===== src/rtl/toggle_decoder.sv =====
// Toggle-line frame decoder: NRZI-style toggle decode, sync hunt, payload
// assembly with a one-deep valid/ready output register.
// Ports: clk, rst (async active-low), line_in/line_en (encoded line + strobe),
//   data_out/data_valid/data_ready (byte output), sync_lock, overflow,
//   stuff_err (pulses). Optional macro STUFF_EN enables bit-unstuffing.
module toggle_decoder #(
  parameter logic [7:0] SYNC_WORD = 8'hD3,
  parameter int unsigned FRAME_LEN = 4
) (
  input  logic       clk,
  input  logic       rst,
  input  logic       line_in,
  input  logic       line_en,
  output logic [7:0] data_out,
  output logic       data_valid,
  input  logic       data_ready,
  output logic       sync_lock,
  output logic       overflow,
  output logic       stuff_err
);

  localparam logic [7:0] LP_LAST = 8'(FRAME_LEN - 1);

  typedef enum logic {S_HUNT, S_DATA} state_t;

  state_t     r_state;
  state_t     w_state_nxt;
  logic       r_prev;
  // Only the upper 7 bits survive the next shift, so bit 0 is not stored.
  logic [7:1] r_sync;
  logic [7:1] r_byte;
  logic [2:0] r_bitcnt;
  logic [7:0] r_bytecnt;
  logic [7:0] r_dout;
  logic       r_valid;
  logic       r_ovf;

  logic       w_dec;
  logic [7:0] w_sync_sh;
  logic [7:0] w_byte_sh;
  logic       w_sync_hit;
  logic       w_accept;
  logic       w_byte_done;
  logic       w_frame_done;
  logic       w_stuff_drop;
  logic       w_stuff_bad;

  assign w_dec     = line_in ^ r_prev;
  assign w_sync_sh = {w_dec, r_sync};
  assign w_byte_sh = {w_dec, r_byte};

`ifdef STUFF_EN
  logic [2:0] r_ones;
  logic       r_serr;
`endif

  always_comb begin
    w_state_nxt  = r_state;
    w_sync_hit   = 1'b0;
    w_accept     = 1'b0;
    w_byte_done  = 1'b0;
    w_frame_done = 1'b0;
    w_stuff_drop = 1'b0;
    w_stuff_bad  = 1'b0;
    if (line_en) begin
      unique case (r_state)
        S_HUNT: begin
          if (w_sync_sh == SYNC_WORD) begin
            w_sync_hit  = 1'b1;
            w_state_nxt = S_DATA;
          end
        end
        S_DATA: begin
`ifdef STUFF_EN
          // Bit after five accepted 1s is a stuff bit; a 1 there is illegal.
          if (r_ones == 3'd5) begin
            w_stuff_drop = 1'b1;
            w_stuff_bad  = w_dec;
          end else begin
            w_accept = 1'b1;
          end
`else
          w_accept = 1'b1;
`endif
          if (w_accept && (r_bitcnt == 3'd7)) begin
            w_byte_done  = 1'b1;
            w_frame_done = (r_bytecnt == LP_LAST);
          end
          if (w_frame_done || w_stuff_bad)
            w_state_nxt = S_HUNT;
        end
        default: w_state_nxt = S_HUNT;
      endcase
    end
  end

  always_ff @(posedge clk or negedge rst) begin
    if (!rst) begin
      r_state   <= S_HUNT;
      r_prev    <= 1'b0;
      r_sync    <= '0;
      r_byte    <= '0;
      r_bitcnt  <= '0;
      r_bytecnt <= '0;
      r_dout    <= '0;
      r_valid   <= 1'b0;
      r_ovf     <= 1'b0;
    end else begin
      r_ovf <= 1'b0;
      if (r_valid && data_ready)
        r_valid <= 1'b0;
      if (line_en) begin
        r_prev  <= line_in;
        r_state <= w_state_nxt;
        if (r_state == S_HUNT) begin
          r_sync <= w_sync_sh[7:1];
          if (w_sync_hit) begin
            r_byte    <= '0;
            r_bitcnt  <= '0;
            r_bytecnt <= '0;
          end
        end else begin
          if (w_accept) begin
            r_byte   <= w_byte_sh[7:1];
            r_bitcnt <= r_bitcnt + 3'd1;
          end
          if (w_byte_done) begin
            // Dropped bytes still count toward the frame length.
            r_bytecnt <= r_bytecnt + 8'd1;
            if (!r_valid || data_ready) begin
              r_dout  <= w_byte_sh;
              r_valid <= 1'b1;
            end else begin
              r_ovf <= 1'b1;
            end
          end
          if (w_stuff_bad) begin
            r_byte   <= '0;
            r_bitcnt <= '0;
          end
          if (w_state_nxt == S_HUNT)
            r_sync <= '0;
        end
      end
    end
  end

`ifdef STUFF_EN
  always_ff @(posedge clk or negedge rst) begin
    if (!rst) begin
      r_ones <= '0;
      r_serr <= 1'b0;
    end else begin
      r_serr <= 1'b0;
      if (line_en) begin
        if (w_sync_hit || w_stuff_drop)
          r_ones <= '0;
        else if (w_accept)
          r_ones <= w_dec ? r_ones + 3'd1 : 3'd0;
        if (w_stuff_bad)
          r_serr <= 1'b1;
      end
    end
  end

  assign stuff_err = r_serr;
`else
  assign stuff_err = 1'b0;
`endif

  assign data_out   = r_dout;
  assign data_valid = r_valid;
  assign sync_lock  = (r_state == S_DATA);
  assign overflow   = r_ovf;

endmodule


===== config.mk =====
export PLATFORM = sky130hd
export DESIGN_NAME = toggle_decoder
export DESIGN_NICKNAME = d
export VERILOG_FILES = /design/src/rtl/toggle_decoder.sv
export SDC_FILE = /design/constraint.sdc
export NUM_CORES = 1
export LEC_CHECK = 0
export ABC_CLOCK_PERIOD_IN_PS = 2950
export BUFFER_PORTS_ARGS = -buffer_cell sky130_fd_sc_hd__buf_4
export CORE_ASPECT_RATIO = 0.6
export CORE_MARGIN = 2
export CORE_UTILIZATION = 44
export CTS_BUF_LIST = sky130_fd_sc_hd__clkbuf_8
export CTS_CLUSTER_DIAMETER = 30
export CTS_CLUSTER_SIZE = 25
export DETAILED_ROUTE_END_ITERATION = 10
export HOLD_SLACK_MARGIN = 0.05
export PLACE_DENSITY = 0.7
export SLEW_MARGIN = 5
export SYNTH_ARGS = -nofsm -noshare
export SYNTH_HDL_FRONTEND = slang
export SYNTH_SLANG_ARGS = --single-unit

===== constraint.sdc =====
create_clock -name clk -period 2.95 [get_ports clk]
set_clock_uncertainty 0.05 [all_clocks]
set_input_delay 0.295 -clock clk [delete_from_list [all_inputs] [get_ports clk]]
set_output_delay 0.295 -clock clk [all_outputs]
set_load 0.005 [all_outputs]

==> metrics, run 1 <==
number of flops mapped to enable cells by yosys=0; share of layout cells above drive strength 1=23.65%; kind of launch point of the worst setup path=register; Filler cells=about 310; Final nets=155; r2r endpoint=r_bytecnt[6]$_DFFE_PN0P_; clock tree from TritonCTS=done; total negative setup slack=0 ns; number of flip-flops and latches in the synthesized netlist=37; worst ir drop on vdd=around 440 uV; post-synth top area cell=dfrtp_1; final core occ=between 50% and 60%; maximum root-to-sink buffer count=2; worst hold endpoint=r_prev$_DFFE_PN0P_; class of the tightest hold or removal check=in2reg; Syn Std Cell Area=approximately 1600 um2; most common cell in the synthesized netlist=dfrtp_1; full die area=between 4000 and 5000 um2; diode insertion count for antenna repair=0; clock net sink count=37; routability congestion estimate=0.8380; Final Slew Violations=0; R2R setup slack=between 0.7 and 0.8 ns; Routed met2 length=1291 um; highest clock rate=around 0.46 GHz; met3 routed wirelength=between 100 and 150 um; worst hold path stage count=2; Unique masters post-synth=34; first-pass GRT wire length=5209 um; Detailed Route WL=around 3000 um; count of TritonRoute iterations in the first routing pass=4; setup repair after global routing missed its margin=false; PostCTS Resize Cnt=0; Final min period=about 2.2 ns; routed metal-1 wirelength=about 1500 um; routed wire length per instance=15.40 um; latest clock arrival within the worst-skew pair=0.29 ns; most numerous cell types in the synthesized netlist=dfrtp_1, a22o_1, mux2_2, nand2_1; via total after detailed routing=between 1,000 and 1,500; post-CTS setup buffer count=0; data required time of the worst path=slightly above 3 ns; number of violations reported at the end of detailed-routing iteration 0=52; worst-case headroom to the max-slew limit=a little under a third; port bufs=15; number of instances in the synthesized netlist=around 130; start of the worst register-to-register path=sync_lock$_DFFE_PN0P_; Remaining Overflow, GRT=0; Cell Rows=17; most area-consuming cells after synthesis=dfrtp_1, a22o_1, mux2_2; height of the chip=around 51 um; biggest fanout along the worst timing path=22; clock tree root driver cell=clkbuf_8; async set or reset register ratio after synthesis=100.0%; vias in the first global route=around 1,100; number of warning messages in the yosys log=0; power per unit of standard cell area=716.3 nW/um2; actual transition at the worst max-transition pin=1.025 ns; highest routing layer actually used=met4; run status=completed; Leakage=0.8619 nW; Finish-stage setup viols=0; count of endpoints failing hold in the final timing report=0; placed wire-length estimate after detailed placement=around 2100 um; synthesized area per cell=12.39 um2; Worst Reg2Reg Path Length in Cells=4; predominant post-synthesis flop cell=dfrtp_1; initial antenna violation count=0; proportion of synthesized chip area in sequential cells=between 50% and 60%; Final period util=around 73%; hold path start=line_in; Remaining DRCs=0; top-area cell type share of the netlist area=between 50% and 60%; crit path capture type=register; Worst Setup Path Type=reg2reg; net count of the mapped netlist=approximately 140; number of primary I/O pins=17; Global Route Usage Sum=between 10% and 20%; initial core utilization=between 40% and 50%; Vias per Instance=approximately 5.5; Post-DRT Antenna Nets=0; area added between synthesis and finish=13.80%; core region area=about 3600 um2; largest net degree at the start of global routing=38; deepest level of the CTS H-tree=2; Clock transition at path regs=approximately 0.07 ns; number of max-capacitance violations reported=0; number of buffers created by CTS=5; x dimension of the die=just over 80 um; Worst Path Arrival=roughly 2.3 ns
==> registers in the layout, summed over array words and instances, names as in the netlist <==
signal	flops
data_out	8
r_bytecnt	8
r_byte	7
r_sync	7
r_bitcnt	3
data_valid	1
overflow	1
r_prev	1
sync_lock	1
==> final cells by class <==
cell class	count	area, um2	share of cell area (%)
Timing Repair Buffer	16	122.6	6.640
Multi-Input combinational cell	85	649.4	35.16
Clock inverter	3	13.76	0.7453
Clock buffer	5	68.82	3.726
Tap cell	47	58.81	3.184
Inverter	2	7.507	0.4065
Sequential cell	37	925.9	50.14
==> worst max path at each step <==
stage | from | end | slack [ns] | cells past startpoint
2_1_floorplan | r_bitcnt[0]$_DFFE_PN0P_ | data_out[0]$_DFFE_PN0P_ | 1.17 | 6
3_3_place_gp | sync_lock$_DFFE_PN0P_ | r_bytecnt[7]$_DFFE_PN0P_ | 0.89 | 4
3_5_place_dp | sync_lock$_DFFE_PN0P_ | r_bytecnt[6]$_DFFE_PN0P_ | 0.79 | 4
4_1_cts | sync_lock$_DFFE_PN0P_ | r_bytecnt[6]$_DFFE_PN0P_ | 0.78 | 4
5_1_grt | sync_lock$_DFFE_PN0P_ | r_bytecnt[6]$_DFFE_PN0P_ | 0.59 | 4
6_report | sync_lock$_DFFE_PN0P_ | r_bytecnt[6]$_DFFE_PN0P_ | 0.79 | 4
==> power breakdown <==
part / internal, mW / total [mW] / switching, mW
clock network: 0.160 / 0.328 / 0.168
registers: 0.611 / 0.696 / 0.0846
logic: 0.170 / 0.299 / 0.129
total: 0.941 / 1.32 / 0.382
==> routing by layer <==
| metal | GRT usage (%) | vias up |
|---|---|---|
| met4 | 7.500 | 0 |
| met2 | 24.60 | 25 |
| met5 | 0 | - |
| met3 | 6.360 | 5 |
| li1 | - | 521 |
| met1 | 23.43 | 528 |
==> kinds of logic after synthesis <==
| family | share of synthesized area [%] |
|---|---|
| AND/OR/NAND/NOR | 13.65 |
| multiplexers | 7.556 |
| other | 0.2311 |
| XOR/XNOR | 1.003 |
| flip-flops | 57.05 |
| adder cells (fa/ha/maj) | 2.313 |
| AO/OA/AOI/OAI | 15.27 |
| buffers and inverters | 2.930 |
==> per-stage QoR <==
stage / setup WS, ns / cells / hold slack [ns] / instance area [um2] / power [mW]
5_1_grt: 0.5929 / 195 / 0.2144 / 1847 / 1.417
3_3_place_gp: 0.8896 / 186 / 0.2174 / 1754 / 0.9821
6_report: 0.7858 / 195 / 0.2221 / 1847 / 1.323
2_1_floorplan: 1.172 / 131 / -0.05059 / 1623 / 0.8668
3_5_place_dp: 0.7950 / 186 / 0.2246 / 1754 / 1.004
4_1_cts: 0.7794 / 195 / 0.2184 / 1847 / 1.335
==> timing repair <==
item                                    CTS  global route
hold buffers                              1             0
hold endpoints to repair                 37             0
endpoints found under the setup margin    0             0
==> layout by cell type (no fill, tap or decap), types with 4 or more instances in the layout <==
cell type	n
a21oi_1	4
a22o_1	17
buf_4	15
clkbuf_8	5
dfrtp_1	37
mux2_2	10
nand2_1	7
nand3_1	5
nor2b_1	4
o21ai_0	5
or4_1	4
==> worst max-delay path, cell delays in order (launching register included) <==
cell and delay (ns):
dfrtp_1 0.48, and2_1 0.45, a31oi_2 0.29, or4_1 0.64, a21oi_1 0.17
Power figures use the tool's default switching activity.
==> run 2, diff against run 1 <==
ABC_CLOCK_PERIOD_IN_PS = 2000   (was 2950)
clock period = 2 ns   (was 2.95 ns; I/O delays follow)
==> run 2 against run 1 <==
Net effect: clock power is 49% higher; sequential share of layout area is 1.2 points lower; maximum frequency is 12% higher; wire length is 5.3% higher; final cell count is 2.1% higher; count of clock-buffer cells in the layout stayed put; sequential cell count stayed put; first-iteration DRC count grew to 3.3 times the previous value; critical path depth is 1 higher; global-route usage is 0.085 points higher; non-clock buffer count is 4 higher; critical endpoint is now r_sync[2]$_DFFE_PN0P_; highest routed layer unchanged.
==> metrics, run 2 (synthesized netlist as in run 1, its figures left out) <==
number of max-capacitance violations reported=0; clock tree from TritonCTS=done; register cell area after layout=approximately 930 um2; Remaining DRCs=0; worst hold endpoint=overflow$_DFF_PN0_; CP peak stage delay=0.40 ns; crit path capture type=register; Worst Setup Path Type=reg2reg; ordered list of cells on the worst path=ha_1, nor4b_1, and3_1, o21ai_1, a22o_1; clock tree root driver cell=clkbuf_8; worst ir drop on vdd=528.9 uV; Leakage=around 0.88 nW; part of the power in the clock network=~25%; class of the tightest hold or removal check=in2reg; routed metal-1 wirelength=~1500 um; Final nets=~160; most common library cell in the layout ignoring fill and taps=dfrtp_1; data required time of the worst path=approximately 2.1 ns; proportion of power drawn by combinational gates=a little under a quarter; clock net sink count=37; net switching component of the power=0.5720 mW; placed wire-length estimate after detailed placement=about 2200 um; Final min period=between 1.5 and 2 ns; count of endpoints failing hold in the final timing report=0; Remaining Overflow, GRT=0; full die area=around 4200 um2; initial antenna violation count=0; Worst Path Arrival=between 2 and 2.5 ns; routed wire length per instance=about 16 um; Worst Reg2Reg Path Length in Cells=5; core region area=roughly 3600 um2; met3 routed wirelength=roughly 150 um; top library cells by usage in the layout, fill and taps aside=dfrtp_1, buf_4, a22o_1; number of violations reported at the end of detailed-routing iteration 0=between 150 and 200; top cell family by delay on the critical path=simple AND/OR/NAND/NOR gates; x dimension of the die=82.40 um; final design instance area without fill=around 1900 um2; Final Slew Violations=0; sum of internal, switching and leakage power=1.975 mW; first-pass GRT wire length=5299 um; R2R setup slack=between 0.06 and 0.07 ns; deepest level of the CTS H-tree=2; highest clock rate=between 0.5 and 0.6 GHz; biggest fanout along the worst timing path=7; highest routing layer actually used=met4; power per unit of standard cell area=roughly 1000 nW/um2; Sequential Power Share=51.8%; vias in the first global route=1,046; run status=completed; diode insertion count for antenna repair=0; Net Sw Frac=roughly 29%; worst hold path stage count=3; post-CTS setup buffer count=0; count of TritonRoute iterations in the first routing pass=4; Vias per Instance=slightly below 6; slowest stage cell on the critical path=nor4b_1; area used by multi-input combinational logic=664.4 um2; Global Route Usage Sum=about 17%; routability congestion estimate=~0.84; area added between synthesis and finish=16.58%; Clock transition at path regs=0.07 ns; hold path start=data_ready; start of the worst register-to-register path=r_bytecnt[1]$_DFFE_PN0P_; port bufs=15; height of the chip=approximately 50 um; Routed met2 length=between 1000 and 1500 um; post-detailed-placement cell area=~1800 um2; via total after detailed routing=roughly 1,200; largest net degree at the start of global routing=38; share of layout cells above drive strength 1=27.63%; kind of launch point of the worst setup path=register; maximum root-to-sink buffer count=2; Buf+Inv Stages, Crit Path=0; Finish-stage setup viols=0; r2r endpoint=r_sync[2]$_DFFE_PN0P_; actual transition at the worst max-transition pin=about 0.52 ns; Detailed Route WL=3162 um; worst-case headroom to the max-slew limit=approximately 65%; initial core utilization=45.14%; number of buffers created by CTS=5; latest clock arrival within the worst-skew pair=roughly 0.28 ns; Final period util=between 90% and 100%; Cell Rows=17; Filler cells=roughly 330; number of primary I/O pins=17; cell-internal power=~1.4 mW; Post-DRT Antenna Nets=0
run 2: changes by cell type in the layout (fill, tap and decap cells not counted):
cell	delta
buf_4	+4
ha_1	-1
ha_2	+1
nand2b_1	-1
nand2b_4	+1
nand3_1	-1
nand3_2	+1
run 2: layout make-up:
type | count | share of cell area (%)
well taps | 47 | 3.108
multi-input cells | 85 | 35.12
inverters | 2 | 0.3968
clock buffers | 5 | 3.638
flip-flops and latches | 37 | 48.94
clock inverters | 3 | 0.7275
repair buffers | 20 | 8.069
run 2: worst max-delay path by stage:
stage,startpoint,endpoint,slack (ns),depth (start not counted)
after floorplan,r_bitcnt[0]$_DFFE_PN0P_,data_out[0]$_DFFE_PN0P_,0.22,6
after global placement,r_bitcnt[0]$_DFFE_PN0P_,r_bytecnt[6]$_DFFE_PN0P_,0.16,6
after detailed placement,r_bitcnt[0]$_DFFE_PN0P_,r_bytecnt[7]$_DFFE_PN0P_,0.05,6
after CTS,r_bitcnt[0]$_DFFE_PN0P_,r_bytecnt[6]$_DFFE_PN0P_,0.03,6
after global routing,r_bytecnt[0]$_DFFE_PN0P_,r_sync[2]$_DFFE_PN0P_,-0.01,5
final,r_bytecnt[1]$_DFFE_PN0P_,r_sync[2]$_DFFE_PN0P_,0.06,5
run 2: per-stage QoR:
stage | std cells | hold slack [ns] | utilization (%) | setup slack, ns | TNS (ns)
6_report | 199 | 0.1416 | 52.63 | 0.06415 | 0
5_1_grt | 199 | 0.1321 | 52.63 | -0.01380 | -0.02786
4_1_cts | 199 | 0.1380 | 52.21 | 0.02942 | 0
3_5_place_dp | 190 | 0.1319 | 49.63 | 0.05190 | 0
3_3_place_gp | 190 | 0.1242 | 49.63 | 0.1623 | 0
2_1_floorplan | 131 | -0.1456 | - | 0.2216 | 0
run 2: per-layer routing:
| metal | up-vias | track usage [%] |
|---|---|---|
| met3 | 4 | 6.890 |
| met4 | 0 | 3.333 |
| met1 | 587 | 26.61 |
| met2 | 30 | 22.85 |
| li1 | 530 | - |
| met5 | - | 0 |
run 2: power groups by stage:
| stage | clock (mW) | sequential [mW] | combinational (mW) |
|---|---|---|---|
| 3_3_place_gp | 0 | 1.02 | 0.434 |
| 2_1_floorplan | 0 | 1.01 | 0.265 |
| 3_5_place_dp | 0 | 1.03 | 0.453 |
| 6_report | 0.490 | 1.02 | 0.462 |
| 5_1_grt | 0.548 | 1.05 | 0.530 |
| 4_1_cts | 0.509 | 1.02 | 0.459 |
run 2: timing repair:
| item | in CTS | in global routing |
|---|---|---|
| endpoints found under the hold margin | 37 | 0 |
| gates resized for setup | 0 | 3 |
| hold buffers | 1 | 0 |
| setup endpoints to repair | 0 | 3 |
run 2: worst register-to-register path: cells and delay by family, from the launching register on:
kind	cells	cell delay, ns
adders and majority gates	1	0.24
AOI/OAI and AO/OA	2	0.44
and+or+nand+nor	2	0.69
DFF	1	0.39
==> run 3, diff against run 2 <==
RECOVER_POWER = 50   (was not set)
==> run 3 against run 2 <==
Net effect: die area is the same; worst hold slack is essentially flat; clock power is essentially flat.
==> metrics, run 3 (synthesized netlist as in run 1, its figures left out) <==
Detailed Route WL=~3100 um; Vias per Instance=approximately 5.8; cell-internal power=between 1 and 1.5 mW; clock tree root driver cell=clkbuf_8; Final period util=96.15%; Worst Setup Path Type=reg2reg; first-pass GRT wire length=about 5300 um; worst ir drop on vdd=about 530 uV; core region area=3595 um2; Leakage=around 0.88 nW; Cell Rows=17; initial antenna violation count=0; latest clock arrival within the worst-skew pair=roughly 0.28 ns; Final Slew Violations=0; Worst Path Arrival=around 2.0 ns; number of buffers created by CTS=5; number of max-capacitance violations reported=0; initial core utilization=a little under half; largest net degree at the start of global routing=38; area added between synthesis and finish=16.42%; power per unit of standard cell area=roughly 1000 nW/um2; highest clock rate=around 0.52 GHz; Finish-stage setup viols=0; Post-DRT Antenna Nets=0; diode insertion count for antenna repair=0; final core occ=52.56%; Net Sw Frac=between 20 and 30%; placed wire-length estimate after detailed placement=2194 um; share of layout cells above drive strength 1=between 20 and 30%; net switching component of the power=about 0.57 mW; count of TritonRoute iterations in the first routing pass=4; biggest fanout along the worst timing path=7; post-CTS setup buffer count=0; slowest stage cell on the critical path=nor4b_1; routability congestion estimate=0.8418; Final min period=slightly below 2 ns; post-detailed-placement cell area=1784 um2; x dimension of the die=82.40 um; Remaining DRCs=0; crit path capture type=register; final design instance area without fill=around 1900 um2; vias in the first global route=roughly 1,000; routed wire length per instance=around 16 um; Global Route Usage Sum=roughly 17%; non-filler cells in the finished layout=199; actual transition at the worst max-transition pin=just under 0.9 ns; most common library cell in the layout ignoring fill and taps=dfrtp_1; maximum root-to-sink buffer count=2; sum of internal, switching and leakage power=1.968 mW; port bufs=15; Final nets=159; clock net sink count=37; via total after detailed routing=1,148; number of primary I/O pins=17; R2R setup slack=approximately 0.077 ns; Filler cells=approximately 330; data required time of the worst path=2.11 ns; total negative setup slack=0 ns; Placed Cells=190; count of endpoints failing hold in the final timing report=0; Worst Hold Margin=around 0.14 ns; ordered list of cells on the worst path=ha_1, nor4b_1, and3_1, o21ai_1, a22o_1; clock tree from TritonCTS=done; full die area=between 4000 and 5000 um2; class of the tightest hold or removal check=in2reg; worst-case setup margin in the final layout=0.07691 ns; Sequential Power Share=52.0%; run status=completed; number of violations reported at the end of detailed-routing iteration 0=between 150 and 200; height of the chip=51.04 um; Clock transition at path regs=0.07 ns; worst-case headroom to the max-slew limit=between 40% and 50%; top library cells by usage in the layout, fill and taps aside=dfrtp_1, a22o_1, buf_4; Remaining Overflow, GRT=0; proportion of power drawn by combinational gates=between 20% and 30%; deepest level of the CTS H-tree=2; CP peak stage delay=about 0.40 ns; kind of launch point of the worst setup path=register; part of the power in the clock network=24.8%; worst setup timing slack at the placement stage=0.05190 ns
-- run 3: cell count changes in the layout (fill, tap and decap cells not counted), sizes merged --
| cell | change |
|---|---|
| buf | -5 |
| clkbuf | +5 |
-- run 3: area by class of cell --
cell class / instances / area [um2] / area share [%]
repair buffers: 20 / 150.1 / 7.947
clock buffers: 5 / 68.82 / 3.642
multi-input cells: 85 / 664.4 / 35.17
flip-flops and latches: 37 / 925.9 / 49.01
clock inverters: 3 / 13.76 / 0.7285
inverters: 2 / 7.507 / 0.3974
well taps: 47 / 58.81 / 3.113
-- run 3: critical path, delay by kind of cell (launching register included) --
kind | cells | cell delay (ns)
adders and majority gates | 1 | 0.24
DFF | 1 | 0.39
AOI/OAI and AO/OA | 2 | 0.44
and+or+nand+nor | 2 | 0.68
-- run 3: what timing repair did --
item	4_1_cts	5_1_grt
hold buffers	1	0
gates resized for setup	0	3
hold endpoints to repair	37	0
setup endpoints to repair	0	3
-- run 3: path summary, 6_finish.rpt --
path	from	end	depth (start not counted)
max in group asynchronous	rst	r_bytecnt[2]$_DFFE_PN0P_	2
setup reg to reg	r_bytecnt[0]$_DFFE_PN0P_	r_sync[2]$_DFFE_PN0P_	5
min in group asynchronous	rst	data_valid$_DFF_PN0_	2
hold reg to reg	r_sync[1]$_DFFE_PN0P_	r_sync[1]$_DFFE_PN0P_	1
hold / removal	data_ready	overflow$_DFF_PN0_	3
setup / recovery	r_bytecnt[0]$_DFFE_PN0P_	r_sync[2]$_DFFE_PN0P_	5
-- run 3: per-layer routing --
metal | vias to the layer above | wire [um] | track usage (%)
li1 | 532 | - | -
met1 | 590 | 1548 | 26.61
met2 | 24 | 1441 | 22.85
met3 | 2 | 122 | 6.890
met4 | 0 | 8 | 3.333
met5 | - | 0 | 0
-- run 3: power by group through the flow --
stage | Combinational (mW) | Sequential [mW] | Clock [mW]
final | 0.458 | 1.02 | 0.488
after CTS | 0.459 | 1.02 | 0.509
after detailed placement | 0.453 | 1.03 | 0
after global placement | 0.434 | 1.02 | 0
after floorplan | 0.265 | 1.01 | 0
after global routing | 0.527 | 1.05 | 0.548
